<file path="config.mk">
export PLATFORM = sky130hd
export DESIGN_NAME = io_input_port_flat
export DESIGN_NICKNAME = d
export VERILOG_FILES = /design/src/rtl/io_input_port_if.sv /design/src/rtl/io_input_port.sv /design/src/flat_wrapper.sv
export SDC_FILE = /design/constraint.sdc
export NUM_CORES = 1
export LEC_CHECK = 0
export ABC_AREA = 1
export CAP_MARGIN = 30
export CELL_PAD_IN_SITES_DETAIL_PLACEMENT = 0
export CELL_PAD_IN_SITES_GLOBAL_PLACEMENT = 1
export CORE_AREA = 8 8 79 81
export CTS_CLUSTER_DIAMETER = 30
export DETAILED_ROUTE_END_ITERATION = 10
export DIE_AREA = 0 0 87 89
export GPL_TIMING_DRIVEN = 1
export PLACE_DENSITY_LB_ADDON = 0.05
export SLEW_MARGIN = 5
export SYNTH_ARGS = -nofsm -noshare
export SYNTH_HDL_FRONTEND = slang
export SYNTH_SLANG_ARGS = --single-unit
</file>
<file path="constraint.sdc">
create_clock -name clk -period 1.6 [get_ports clk]
set_input_delay 0.16 -clock clk [delete_from_list [all_inputs] [get_ports clk]]
set_output_delay 0.16 -clock clk [all_outputs]
set_load 0.005 [all_outputs]
</file>
<file path="src/rtl/io_input_port_if.sv">
// CPU-side MMIO bus of the switch/LED input port.
// The CPU is the master; the port decodes word offsets and returns read data.
interface io_input_port_if;
  logic [7:0]  io_addr;
  logic        io_we;
  logic        io_re;
  logic [31:0] io_wdata;
  logic [31:0] io_rdata;

  modport master (
    output io_addr,
    output io_we,
    output io_re,
    output io_wdata,
    input  io_rdata
  );

  modport slave (
    input  io_addr,
    input  io_we,
    input  io_re,
    input  io_wdata,
    output io_rdata
  );
endinterface

</file>
<file path="src/rtl/io_input_port.sv">
// Debounced push-button capture of switch data into a one-entry input register,
// plus an LED output register, all exposed to the CPU through a small MMIO map.
module io_input_port #(
  parameter int IN_W      = 5,
  parameter int OUT_W     = 5,
  parameter int DB_CYCLES = 4
) (
  input  logic             clk,
  input  logic             rst,
  input  logic             valid,
  input  logic [IN_W-1:0]  in,
  output logic             ready,
  io_input_port_if.slave   io,
  output logic [OUT_W-1:0] out0
);

  localparam int CW = (DB_CYCLES > 2) ? $clog2(DB_CYCLES) : 1;
  localparam logic [CW-1:0] CNT_MAX = CW'(DB_CYCLES - 1);

  localparam logic [7:0] ADDR_OUT0  = 8'h00;
  localparam logic [7:0] ADDR_OUT_R = 8'h04;
  localparam logic [7:0] ADDR_STAT  = 8'h08;
  localparam logic [7:0] ADDR_IN    = 8'h0C;

  logic          sync1;
  logic          sync2;
  logic          filt;
  logic [CW-1:0] cnt;
  logic [IN_W-1:0] in_reg;
  logic          in_full;
  logic          overrun;

  logic differ;
  logic capture;
  logic rd_in;
  logic wr_out;
  logic wr_clr;

  assign differ  = sync2 ^ filt;
  // Only a rising acceptance of the button is a capture; the falling one just re-arms.
  assign capture = differ && (cnt == CNT_MAX) && !filt;

  assign rd_in  = io.io_re && (io.io_addr == ADDR_IN);
  assign wr_out = io.io_we && (io.io_addr == ADDR_OUT0);
  assign wr_clr = io.io_we && (io.io_addr == ADDR_STAT) && io.io_wdata[1];

  assign ready = ~in_full;

  // NOTE: sequential state uses non-blocking assignments so every flop samples
  // pre-edge values; blocking here would chain sync1 into sync2 in one cycle.
  always_ff @(posedge clk or negedge rst) begin
    if (!rst) begin
      sync1 <= 1'b0;
      sync2 <= 1'b0;
      filt  <= 1'b0;
      cnt   <= '0;
    end else begin
      sync1 <= valid;
      sync2 <= sync1;
      if (!differ) begin
        cnt <= '0;
      end else if (cnt == CNT_MAX) begin
        filt <= ~filt;
        cnt  <= '0;
      end else begin
        cnt <= cnt + 1'b1;
      end
    end
  end

  // NOTE: in_reg is reset even though it is data, because a reset must drop any
  // held switch value rather than leave it readable afterwards.
  always_ff @(posedge clk or negedge rst) begin
    if (!rst) begin
      in_reg  <= '0;
      in_full <= 1'b0;
      overrun <= 1'b0;
      out0    <= '0;
    end else begin
      if (wr_out) begin
        out0 <= io.io_wdata[OUT_W-1:0];
      end

      // Clear is written before the capture path so a same-cycle set wins.
      if (wr_clr) begin
        overrun <= 1'b0;
      end

      // A read of the input register in the capture cycle frees the slot, so
      // the new value is taken and the register stays full without overrun.
      if (capture) begin
        if (!in_full || rd_in) begin
          in_reg  <= in;
          in_full <= 1'b1;
        end else begin
          overrun <= 1'b1;
        end
      end else if (rd_in) begin
        in_full <= 1'b0;
      end
    end
  end

  // NOTE: the default assignment first keeps this block free of inferred latches.
  always_comb begin
    io.io_rdata = '0;
    if (io.io_re) begin
      case (io.io_addr)
        ADDR_OUT_R: io.io_rdata = 32'(out0);
        ADDR_STAT:  io.io_rdata = {30'b0, overrun, in_full};
        ADDR_IN:    io.io_rdata = 32'(in_reg);
        default:    io.io_rdata = '0;
      endcase
    end
  end

endmodule

</file>
<file path="src/flat_wrapper.sv">
// flat-port wrapper written by rule: the top's interface ports become plain ports
module io_input_port_flat 
#(
  parameter int IN_W      = 5,
  parameter int OUT_W     = 5,
  parameter int DB_CYCLES = 4
)
  (clk, rst, valid, in, ready, out0, io_io_addr, io_io_we, io_io_re, io_io_wdata, io_io_rdata);
  io_input_port_if io_i ();
  input  logic clk;
  input  logic rst;
  input  logic valid;
  input  logic [IN_W-1:0] in;
  output logic ready;
  output logic [OUT_W-1:0] out0;
  input wire logic [$bits(io_i.io_addr)-1:0] io_io_addr;
  input wire logic [$bits(io_i.io_we)-1:0] io_io_we;
  input wire logic [$bits(io_i.io_re)-1:0] io_io_re;
  input wire logic [$bits(io_i.io_wdata)-1:0] io_io_wdata;
  output wire logic [$bits(io_i.io_rdata)-1:0] io_io_rdata;
  assign io_i.io_addr = io_io_addr;
  assign io_i.io_we = io_io_we;
  assign io_i.io_re = io_io_re;
  assign io_i.io_wdata = io_io_wdata;
  assign io_io_rdata = io_i.io_rdata;
  io_input_port #(.IN_W(IN_W), .OUT_W(OUT_W), .DB_CYCLES(DB_CYCLES)) u_core (.clk(clk), .rst(rst), .valid(valid), .in(in), .ready(ready), .io(io_i), .out0(out0));
endmodule
</file>
==> flow_summary.yaml <==
status:
  status: "complete, no violations"
clocking:
  cts_root_buf: "clkbuf_8"
  path_clk_slew_ns: 0.06
  htreeDepth: 1
  cts_buffers: 3
  cts_hold_buf: 0
  cts_tree: "yes"
  cts_sinks: 17
  clockBufferDepth: 2
  clkLatencyLatePin_ns: 0.25
final_layout:
  area_growth_pct: 51.8
  post-route-cell-area_um2: 1660
  layout_common_cells: "nand2_1 (33), conb_1 (27), clkdlybuf4s50_1 (20), dfrtp_1 (17), inv_1 (13)"
  nets: 243
  diodes: 0
  drive_gt1_share_pct: 26.7
  mostFrequentLayoutCell: "nand2_1"
  filler_cell_count: 529
placement:
  placed_cell_area_um2: 1450
  dp_slack_ns: -0.343
  dp_hpwl_um: 2490
  place.port_buffers: 33
  globalplace.congestion: 0.717
synthesis:
  yosysUniqueCellTypes: 18
  yosysSeqAreaShare_pct: 38.8
  synth-seq-cells: 17
  avgSynthCellArea_um2: 7.72
  yosys_warnings: 0
  synth_area_leader_cell: "dfrtp_1"
  syn_area_um2: 1100
  synthCells: 142
  synth.top_cell.area_share_pct: 38.8
  synthTopCellsByArea: "dfrtp_1 (39%), buf_4 (19%), nand2_1 (12%), nand3_1 (9.6%), inv_1 (5.5%)"
worst_setup_path:
  r2r-start: "u_core.cnt[0]$_DFF_PN0_"
  crit_required_ns: 1.44
  arrival_ns: 1.26
  cp_max_fo: 3
  critical_path_class: "flip-flop to output port"
  cp-start-kind: "flip-flop"
  worstSetupStartpoint: "u_core.in_full$_DFFE_PN0P_"
  critPathCaptureType: "output port"
drt:
  viasPerCell: 3.62
  wirelength_um: 3040
  wl_per_cell_um: 11.6
  postRouteAntennaNets: 0
  drc: 0
  dr.pass1.iters: 3
  vias: 945
  drt_iter0_drc: 33
pwr:
  internal_power_mw: 0.807
  switching_share_pct: 28.7
  ir_worst_vdd_uv: 393
  seqPwrFrac_pct: 48.5
  combPwrFrac_pct: 23.9
  p_leak_nw: 0.899
  p_sw_mw: 0.325
  power.density_nw_per_um2: 680
  clockPowerShare_pct: 27.6
grt:
  grt_pass1_vias: 978
  antenna_found_initial: 0
  grt_max_degree: 18
  use_met3_pct: 2.30
  use_met2_pct: 14.2
  grt_remaining_overflow: 0
  grt_usage_pct: 7.90
  grt_use_met1_pct: 8.65
  grt_pass1_wl_um: 4770
  grt_busiest_layer: "met2"
min_path:
  hold_path.class: "input pin to asynchronous set/reset pin"
timing:
  finalSetupViolations: 0
  fin_skew_ns: 0.00361
  report.final.slew_viol_count: 0
  min_period_ns: 1.42
  hold_violations: 0
  setup_ws_ns: 0.175
  rsz0062_at_grt: "false"
  fmax_mhz: 702
  fin_crit_sh_pct: 89.0
die:
  die_h_um: 89
  die_x_um: 87
  start_util_pct: 22.0
  dieArea_um2: 7740
  std_cell_rows: 26
  io_pins: 88
  core_region_area_um2: 4980
flow_run:
  max-cap-violations: 0
==> synthesized netlist by cell type <==
master	instances
dfrtp_1	17
nor2_1	4
xnor2_1	1
nor3_1	1
nor2_4	2
nand4_1	1
nand3_1	21
conb_1	1
inv_2	2
nand2_4	2
nand3_2	1
inv_1	16
a21oi_1	3
nand2_2	4
o21ai_0	2
nand2_1	35
ha_1	1
buf_4	28
==> power groups by stage <==
stage | combinational, mW | sequential, mW | clock [mW]
4_1_cts | 0.267 | 0.544 | 0.327
2_1_floorplan | 0.181 | 0.539 | 0
3_3_place_gp | 0.250 | 0.551 | 0
5_1_grt | 0.310 | 0.557 | 0.345
3_5_place_dp | 0.260 | 0.551 | 0
6_report | 0.271 | 0.548 | 0.312
==> cells by family (layout without fill, tap and decap cells) <==
kind of cell,Yosys count,count (layout),share of synthesized area [%]
other,1,27,0.342
adder cells (fa/ha/maj),1,1,1.14
XOR/XNOR,1,1,0.799
flip-flops,17,17,38.8
AO/OA/AOI/OAI,5,5,2.28
AND/OR/NAND/NOR,71,71,31.3
buffers and inverters,46,69,25.3
==> final cells by class <==
class,instances,area (µm²),share of cell area (%)
clock buffers,4,45.0,2.71
well taps,70,87.6,5.26
inverters,18,67.6,4.06
repair buffers,47,447,26.8
flip-flops and latches,17,425,25.6
multi-input cells,105,592,35.6
==> per-layer routing <==
| layer | part of all wire [%] | wire, µm |
|---|---|---|
| met5 | 0 | 0 |
| met4 | 0.59 | 18 |
| met3 | 7.5 | 229 |
| met2 | 50 | 1510 |
| met1 | 42 | 1280 |
==> what timing repair did <==
action | in CTS | in global routing
endpoints found under the setup margin | 5 | 5
endpoints found under the hold margin | 0 | 0
setup buffers | 4 | 3
pin swaps | 7 | 8
gates resized for setup | 29 | 26
==> final timing paths <==
kind                                                end  slack, ns  cells after the start
min                          u_core.out0[3]$_DFFE_PN0P_       0.23                      2
min in group clk                 u_core.sync1$_DFF_PN0_       0.35                      1
max                                               ready       0.18                      2
min reg2reg                      u_core.sync2$_DFF_PN0_       0.36                      0
max in group asynchronous       u_core.cnt[1]$_DFF_PN0_       1.17                      2
max reg2reg                u_core.in_reg[4]$_DFFE_PN0P_       0.37                      6
==> worst max-delay path, cell delays in order (launching register included) <==
cell and delay [ns]:
dfrtp_1 0.44, inv_1 0.09, clkdlybuf4s50_1 0.50
==> per-stage QoR <==
stage | std cells | utilization (%) | hold slack [ns] | setup TNS [ns] | total power [mW]
4_1_cts | 258 | 30.9 | 0.238 | 0 | 1.14
3_3_place_gp | 250 | 29.2 | 0.341 | -1.77 | 0.801
6_report | 261 | 33.4 | 0.235 | 0 | 1.13
5_1_grt | 261 | 33.4 | 0.267 | 0 | 1.21
2_1_floorplan | 168 | - | -0.136 | 0 | 0.720
3_5_place_dp | 250 | 29.2 | 0.343 | -1.65 | 0.811
No activity file was read; power rests on OpenSTA's default activity.
